$ cat config.mk
export PLATFORM = sky130hd
export DESIGN_NAME = dmem_arbiter_flat
export DESIGN_NICKNAME = d
export VERILOG_FILES = /design/src/rtl/dmem_if.sv /design/src/rtl/dmem_arbiter.sv /design/src/flat_wrapper.sv
export SDC_FILE = /design/constraint.sdc
export NUM_CORES = 1
export LEC_CHECK = 0
export CAP_MARGIN = 10
export CORE_ASPECT_RATIO = 1.5
export CORE_UTILIZATION = 53
export CTS_CLUSTER_DIAMETER = 50
export DETAILED_ROUTE_END_ITERATION = 12
export PLACE_DENSITY = 0.93
export SLEW_MARGIN = 5
export SYNTH_ARGS = -nofsm -noshare
export SYNTH_HDL_FRONTEND = slang
export SYNTH_SLANG_ARGS = --single-unit
$ cat constraint.sdc
create_clock -name clk -period 6.2 [get_ports clk]
set_input_delay 0.62 -clock clk [delete_from_list [all_inputs] [get_ports clk]]
set_output_delay 0.62 -clock clk [all_outputs]
set_load 0.01 [all_outputs]
$ cat src/rtl/dmem_if.sv
// CPU load/store, video read and byte-wide memory signals gathered around dmem_arbiter.
// The arbiter sits on the slave side; requesters plus memory sit on the master side.
interface dmem_if;
  logic        cpu_req;
  logic        cpu_we;
  logic [2:0]  cpu_size;
  logic [31:0] cpu_addr;
  logic [31:0] cpu_wdata;
  logic [31:0] cpu_rdata;
  logic        cpu_done;
  logic        vga_req;
  logic [31:0] vga_addr;
  logic [7:0]  vga_rdata;
  logic        vga_done;
  logic [31:0] mem_addr;
  logic        mem_we;
  logic [7:0]  mem_wdata;
  logic [7:0]  mem_rdata;

  modport slave (
    input  cpu_req, cpu_we, cpu_size, cpu_addr, cpu_wdata, vga_req, vga_addr, mem_rdata,
    output cpu_rdata, cpu_done, vga_rdata, vga_done, mem_addr, mem_we, mem_wdata
  );

  modport master (
    output cpu_req, cpu_we, cpu_size, cpu_addr, cpu_wdata, vga_req, vga_addr, mem_rdata,
    input  cpu_rdata, cpu_done, vga_rdata, vga_done, mem_addr, mem_we, mem_wdata
  );
endinterface

$ cat src/rtl/dmem_arbiter.sv
// Round-robin arbiter sharing a byte-wide data memory between CPU loads/stores and VGA reads.
// Define DMEM_BOUNDS_CHECK_EN to add cpu_err and suppress out-of-range accesses.
module dmem_arbiter #(
  parameter int unsigned MEM_DEPTH = 21
) (
  input  logic  clk,
  input  logic  rst_n,
  dmem_if.slave bus
`ifdef DMEM_BOUNDS_CHECK_EN
  ,
  output logic  cpu_err
`endif
);
`ifdef DMEM_BOUNDS_CHECK_EN
  localparam bit BOUNDS_EN = 1'b1;
`else
  localparam bit BOUNDS_EN = 1'b0;
`endif

  typedef enum logic [1:0] {IDLE, CPU_XFER, VGA_XFER, DONE} state_e;

  state_e      state_q, state_d;
  logic        own_vga_q, own_vga_d;
  logic        last_cpu_q, last_cpu_d;
  logic        we_q, we_d;
  logic [2:0]  size_q, size_d;
  logic [31:0] addr_q, addr_d;
  logic [31:0] wdata_q, wdata_d;
  logic [31:0] asm_q, asm_d;
  logic [1:0]  cnt_q, cnt_d;
  logic [31:0] cpu_rdata_q, cpu_rdata_d;
  logic [7:0]  vga_rdata_q, vga_rdata_d;
  logic        oob_q, oob_d;
  logic [31:0] asm_nxt;
  logic        last_byte;
  logic        vga_win;

  function automatic logic [2:0] nbytes(input logic [2:0] sz);
    case (sz)
      3'b000, 3'b100: nbytes = 3'd1;
      3'b001, 3'b101: nbytes = 3'd2;
      3'b010:         nbytes = 3'd4;
      default:        nbytes = 3'd0;
    endcase
  endfunction

  function automatic logic [31:0] extend(input logic [2:0] sz, input logic [31:0] v);
    case (sz)
      3'b000:  extend = {{24{v[7]}}, v[7:0]};
      3'b001:  extend = {{16{v[15]}}, v[15:0]};
      3'b100:  extend = {24'h0, v[7:0]};
      3'b101:  extend = {16'h0, v[15:0]};
      3'b010:  extend = v;
      default: extend = 32'h0;
    endcase
  endfunction

  // Any byte of the access past the end of memory, using wrapped 32-bit byte addresses.
  function automatic logic span_oob(input logic [31:0] a, input logic [2:0] n);
    span_oob = 1'b0;
    for (int k = 0; k < 4; k++)
      if (k < int'(n) && (a + 32'(k)) >= 32'(MEM_DEPTH)) span_oob = 1'b1;
  endfunction

  assign vga_win   = bus.vga_req && (!bus.cpu_req || last_cpu_q);
  assign last_byte = ({1'b0, cnt_q} == nbytes(size_q) - 3'd1);

  always_ff @(posedge clk) begin
    if (!rst_n) begin
      state_q     <= IDLE;
      own_vga_q   <= 1'b0;
      last_cpu_q  <= 1'b1;
      we_q        <= 1'b0;
      size_q      <= 3'b000;
      addr_q      <= 32'h0;
      wdata_q     <= 32'h0;
      asm_q       <= 32'h0;
      cnt_q       <= 2'd0;
      cpu_rdata_q <= 32'h0;
      vga_rdata_q <= 8'h0;
      oob_q       <= 1'b0;
    end else begin
      state_q     <= state_d;
      own_vga_q   <= own_vga_d;
      last_cpu_q  <= last_cpu_d;
      we_q        <= we_d;
      size_q      <= size_d;
      addr_q      <= addr_d;
      wdata_q     <= wdata_d;
      asm_q       <= asm_d;
      cnt_q       <= cnt_d;
      cpu_rdata_q <= cpu_rdata_d;
      vga_rdata_q <= vga_rdata_d;
      oob_q       <= oob_d;
    end
  end

  // Zero-byte (invalid size) CPU requests skip the transfer state entirely.
  always_comb begin
    state_d = state_q;
    case (state_q)
      IDLE: begin
        if (vga_win)          state_d = VGA_XFER;
        else if (bus.cpu_req) state_d = (nbytes(bus.cpu_size) == 3'd0) ? DONE : CPU_XFER;
      end
      CPU_XFER: if (last_byte) state_d = DONE;
      VGA_XFER: state_d = DONE;
      DONE:     state_d = IDLE;
      default:  state_d = IDLE;
    endcase
  end

  always_comb begin
    own_vga_d   = own_vga_q;
    last_cpu_d  = last_cpu_q;
    we_d        = we_q;
    size_d      = size_q;
    addr_d      = addr_q;
    wdata_d     = wdata_q;
    asm_d       = asm_q;
    cnt_d       = cnt_q;
    cpu_rdata_d = cpu_rdata_q;
    vga_rdata_d = vga_rdata_q;
    oob_d       = oob_q;
    asm_nxt     = asm_q;
    if (!we_q) asm_nxt[{cnt_q, 3'b000} +: 8] = bus.mem_rdata;
    case (state_q)
      IDLE: begin
        if (bus.vga_req || bus.cpu_req) begin
          own_vga_d  = vga_win;
          last_cpu_d = !vga_win;
          cnt_d      = 2'd0;
          asm_d      = 32'h0;
          if (vga_win) begin
            addr_d = bus.vga_addr;
          end else begin
            we_d    = bus.cpu_we;
            size_d  = bus.cpu_size;
            addr_d  = bus.cpu_addr;
            wdata_d = bus.cpu_wdata;
            oob_d   = BOUNDS_EN && span_oob(bus.cpu_addr, nbytes(bus.cpu_size));
            if (nbytes(bus.cpu_size) == 3'd0) cpu_rdata_d = 32'h0;
          end
        end
      end
      CPU_XFER: begin
        asm_d = asm_nxt;
        cnt_d = cnt_q + 2'd1;
        if (last_byte) begin
          if (oob_q)      cpu_rdata_d = 32'h0;
          else if (!we_q) cpu_rdata_d = extend(size_q, asm_nxt);
        end
      end
      VGA_XFER: vga_rdata_d = (BOUNDS_EN && addr_q >= 32'(MEM_DEPTH)) ? 8'h00 : bus.mem_rdata;
      default: ;
    endcase
  end

  // Strobes are gated by rst_n so a reset cycle can never write memory.
  always_comb begin
    bus.mem_addr  = 32'h0;
    bus.mem_we    = 1'b0;
    bus.mem_wdata = 8'h00;
    bus.cpu_done  = 1'b0;
    bus.vga_done  = 1'b0;
`ifdef DMEM_BOUNDS_CHECK_EN
    cpu_err       = 1'b0;
`endif
    if (rst_n) begin
      case (state_q)
        CPU_XFER: begin
          bus.mem_addr  = addr_q + {30'h0, cnt_q};
          bus.mem_we    = we_q && !oob_q;
          bus.mem_wdata = we_q ? wdata_q[{cnt_q, 3'b000} +: 8] : 8'h00;
        end
        VGA_XFER: bus.mem_addr = addr_q;
        DONE: begin
          bus.cpu_done = !own_vga_q;
          bus.vga_done = own_vga_q;
`ifdef DMEM_BOUNDS_CHECK_EN
          cpu_err      = !own_vga_q && oob_q;
`endif
        end
        default: ;
      endcase
    end
  end

  assign bus.cpu_rdata = cpu_rdata_q;
  assign bus.vga_rdata = vga_rdata_q;
endmodule

$ cat src/flat_wrapper.sv
// flat-port wrapper written by rule: the top's interface ports become plain ports
module dmem_arbiter_flat 
#(
  parameter int unsigned MEM_DEPTH = 21
)
  (clk, rst_n, bus_cpu_req, bus_cpu_we, bus_cpu_size, bus_cpu_addr, bus_cpu_wdata, bus_vga_req, bus_vga_addr, bus_mem_rdata, bus_cpu_rdata, bus_cpu_done, bus_vga_rdata, bus_vga_done, bus_mem_addr, bus_mem_we, bus_mem_wdata);
  dmem_if bus_i ();
  input  logic clk;
  input  logic rst_n;
  input wire logic [$bits(bus_i.cpu_req)-1:0] bus_cpu_req;
  input wire logic [$bits(bus_i.cpu_we)-1:0] bus_cpu_we;
  input wire logic [$bits(bus_i.cpu_size)-1:0] bus_cpu_size;
  input wire logic [$bits(bus_i.cpu_addr)-1:0] bus_cpu_addr;
  input wire logic [$bits(bus_i.cpu_wdata)-1:0] bus_cpu_wdata;
  input wire logic [$bits(bus_i.vga_req)-1:0] bus_vga_req;
  input wire logic [$bits(bus_i.vga_addr)-1:0] bus_vga_addr;
  input wire logic [$bits(bus_i.mem_rdata)-1:0] bus_mem_rdata;
  output wire logic [$bits(bus_i.cpu_rdata)-1:0] bus_cpu_rdata;
  output wire logic [$bits(bus_i.cpu_done)-1:0] bus_cpu_done;
  output wire logic [$bits(bus_i.vga_rdata)-1:0] bus_vga_rdata;
  output wire logic [$bits(bus_i.vga_done)-1:0] bus_vga_done;
  output wire logic [$bits(bus_i.mem_addr)-1:0] bus_mem_addr;
  output wire logic [$bits(bus_i.mem_we)-1:0] bus_mem_we;
  output wire logic [$bits(bus_i.mem_wdata)-1:0] bus_mem_wdata;
  assign bus_i.cpu_req = bus_cpu_req;
  assign bus_i.cpu_we = bus_cpu_we;
  assign bus_i.cpu_size = bus_cpu_size;
  assign bus_i.cpu_addr = bus_cpu_addr;
  assign bus_i.cpu_wdata = bus_cpu_wdata;
  assign bus_i.vga_req = bus_vga_req;
  assign bus_i.vga_addr = bus_vga_addr;
  assign bus_i.mem_rdata = bus_mem_rdata;
  assign bus_cpu_rdata = bus_i.cpu_rdata;
  assign bus_cpu_done = bus_i.cpu_done;
  assign bus_vga_rdata = bus_i.vga_rdata;
  assign bus_vga_done = bus_i.vga_done;
  assign bus_mem_addr = bus_i.mem_addr;
  assign bus_mem_we = bus_i.mem_we;
  assign bus_mem_wdata = bus_i.mem_wdata;
  dmem_arbiter #(.MEM_DEPTH(MEM_DEPTH)) u_core (.clk(clk), .rst_n(rst_n), .bus(bus_i));
endmodule
==> impl_metrics.yaml <==
layout:
  finalCoreUtilization_pct: 73.56
  fillers: 918
  num_antenna_cells: 0
  drive_gt1_share_pct: 7.329
  area_delta_synth_final_pct: 34.01
  nets: 1108
grt:
  grt_max_degree: 113
  grt_first_pass_wirelength_mm: 33.33
  antenna_found_initial: 0
  grt_overflow: 0
  grt_pass1_vias: 6854
  grt.total_usage_pct: 29.58
synthesis:
  yosys_warnings: 0
  synth-async-reset-ratio_pct: 0
  synth.cell_area_mm2: 0.007181
  synth-edff-count: 0
  netlist_instances: 844
  syn_nets: 969
  synth_top_area_share_pct: 40.70
  netlist_top_cells_count: "dfxtp_1, nand2_1, nor2_1, a21oi_1, clkbuf_1"
  yosys-top-cells-area: "dfxtp_1, a22oi_1, nand2_1, a222oi_1, a21oi_1"
  yosysSeqAreaShare_pct: 40.70
  synth-main-ff-cell: "dfxtp_1"
  syn_avg_cell_area_um2: 8.508
  ys_types: 59
  ys_ff_latch: 146
  yosysTopAreaCell: "dfxtp_1"
  yosysMostFrequentCell: "dfxtp_1"
route:
  finalWirelength_mm: 20.79
  drt_iter0_drc: 562
  ant_nets: 0
  vias: 7270
  viasPerCell: 6.294
  wl_per_cell_um: 18.00
  wl_met3_mm: 1.255
  dr.max_layer_used: "met4"
  met2_length_mm: 10.76
  drt_pass1_iterations: 5
  routedLengthMet1_mm: 7.774
  route.detailed.drc: 0
die:
  dieArea_mm2: 0.01403
  dieHeight_um: 144.6
  num_rows: 51
  ioPinCount: 195
  core_mm2: 0.01308
  die_w_um: 97.04
  start_util_pct: 54.89
worst_setup_path:
  crit_family: "simple AND/OR/NAND/NOR gates"
  cpPeakStageDelay_ns: 0.99
  crit_type: "flop to primary output"
  worstSetupStartpointType: "flop"
  timing.critical_path.mode_cell: "nand3_1"
  path_cells: "ha_1 -> fa_1 -> nand3_1 -> nor2_1 -> nand3_1 -> or4_1 -> o21ai_0 -> clkdlybuf4s50_1"
  crit_path_max_fanout: 17
  end_kind: "primary output"
  required_ns: 5.58
  worstPathArrival_ns: 4.08
  critical_path_buf_inv_count: 1
  critPathSlowestCell: "dfxtp_1"
sta:
  hold_viol_final: 0
  finalSetupTns_ns: 0
  finalSetupViolCount: 0
  rsz0062_at_grt: "false"
  fin_worst_skew_ns: 0.009085
  worstMarginPinSlew_ns: 1.199
  post-route-period-util_pct: 75.79
  max_slew_margin_pct: 20.04
  drv_slew: 0
  fin_crit_ns: 4.699
  worst_slack_ns: 1.501
  hold_ws_ns: 0.4555
  fmax_mhz: 212.8
status:
  outcome: "finished clean"
placement:
  post-place-ws_ns: 2.005
  portBuffers: 194
  dpl.hpwl_mm: 14.19
  place.gp.congestion: 0.8556
power_and_ir_drop:
  switchingPower_mw: 1.253
  max-vdd-ir-drop_mv: 0.2769
  p_comb_share_pct: 33.0
  cellLeakagePower_nw: 3.287
  p_per_area_mw_per_mm2: 348.4
  p_sw_share_pct: 37.37
  clockPowerShare_pct: 30.3
  p_seq_share_pct: 36.7
  p_int_mw: 2.100
  power_mw: 3.353
clock_network:
  ctsHoldBuffers: 0
  cts_tree: "done"
  cts_setup_buffers: 0
  clk_latency_ns: 0.43
  cts-root-buf: "clkbuf_16"
  cts_made_buffers: 17
  cts_buffer_depth: 2
  path_clk_slew_ns: 0.07
  cts-resized-gates: 0
  clock_sinks: 146
  h-tree-depth: 4
hold_path:
  min_path_type: "flop to flop"
run:
  maxCapViolations: 0
==> area by class of cell <==
cell class                 count  area [um2]  area share, %
clock buffer                  18       439.2          4.564
clock inverter                14       143.9          1.495
inverter                      12       46.29         0.4811
multi-input combinational    605        3870          40.22
sequential                   146        2923          30.37
tap                          159       198.9          2.067
timing repair buffer         201        2002          20.80
==> power by group through the flow <==
stage	Clock, mW	Combinational, mW	Sequential, mW
3_3_place_gp	0	1.06	1.24
3_5_place_dp	0	1.08	1.24
4_1_cts	1.02	1.09	1.23
2_1_floorplan	0	0.808	1.18
5_1_grt	1.07	1.21	1.25
6_report	1.02	1.11	1.23
==> per-stage QoR <==
stage	std cells	area (um2)
after floorplan	844	7181
after global placement	1122	9025
after detailed placement	1122	9025
after CTS	1154	9608
after global routing	1155	9623
final	1155	9623
==> metal layers <==
layer	up-vias	track usage (%)
li1	3420	-
met1	3459	32.22
met2	325	51.67
met3	66	6.912
met4	0	19.09
met5	-	0
==> cells by family after synthesis <==
family,Yosys count,synth area share (%)
compound gates,275,27.37
xor+xnor,3,0.4706
fa+ha+maj,13,2.370
buf+inv,93,5.541
flops,146,40.70
mux,19,4.043
simple gates,295,19.50
==> worst reg2reg max path, cell delays in order (launching register included) <==
cell and delay [ns]:
dfxtp_1 0.99, inv_1 0.32, ha_1 0.50, nor4_2 0.70
nor2b_1 0.52, a22oi_1 0.19, nor2_1 0.12
==> placed cells by master (no fill, tap or decap), drive strengths merged, types with 10 or more instances in the layout <==
cell type / instances
a21oi: 62
a222oi: 32
a22o: 24
a22oi: 56
clkbuf: 18
clkdlybuf4s50: 194
dfxtp: 146
ha: 12
inv: 18
mux2i: 11
nand2: 107
nand3: 28
nor2: 81
nor2b: 11
o21ai: 44
or2: 10
==> state kept, by name (all words and copies together) (netlist names) <==
register              count
u_core.bus.cpu_rdata     32
u_core.own_vga_q          1
u_core.wdata_q           32
u_core.last_cpu_q         1
u_core.size_q             3
u_core.we_q               1
u_core.asm_q             32
u_core.addr_q            32
u_core.bus.vga_rdata      8
u_core.cnt_q              2
u_core.state_q            2
==> final timing paths <==
| path | from | end | slack [ns] | cells after the start |
|---|---|---|---|---|
| min | u_core.wdata_q[8]$_SDFFE_PN0P_ | u_core.wdata_q[8]$_SDFFE_PN0P_ | 0.46 | 2 |
| max reg2reg | u_core.cnt_q[0]$_SDFFE_PN0P_ | u_core.asm_q[30]$_SDFFE_PN0P_ | 2.79 | 6 |
| max | u_core.cnt_q[0]$_SDFFE_PN0P_ | bus_mem_addr[26] | 1.50 | 8 |
| min reg2reg | u_core.wdata_q[8]$_SDFFE_PN0P_ | u_core.wdata_q[8]$_SDFFE_PN0P_ | 0.46 | 2 |
Note: power is estimated with default switching activity, not from simulation.
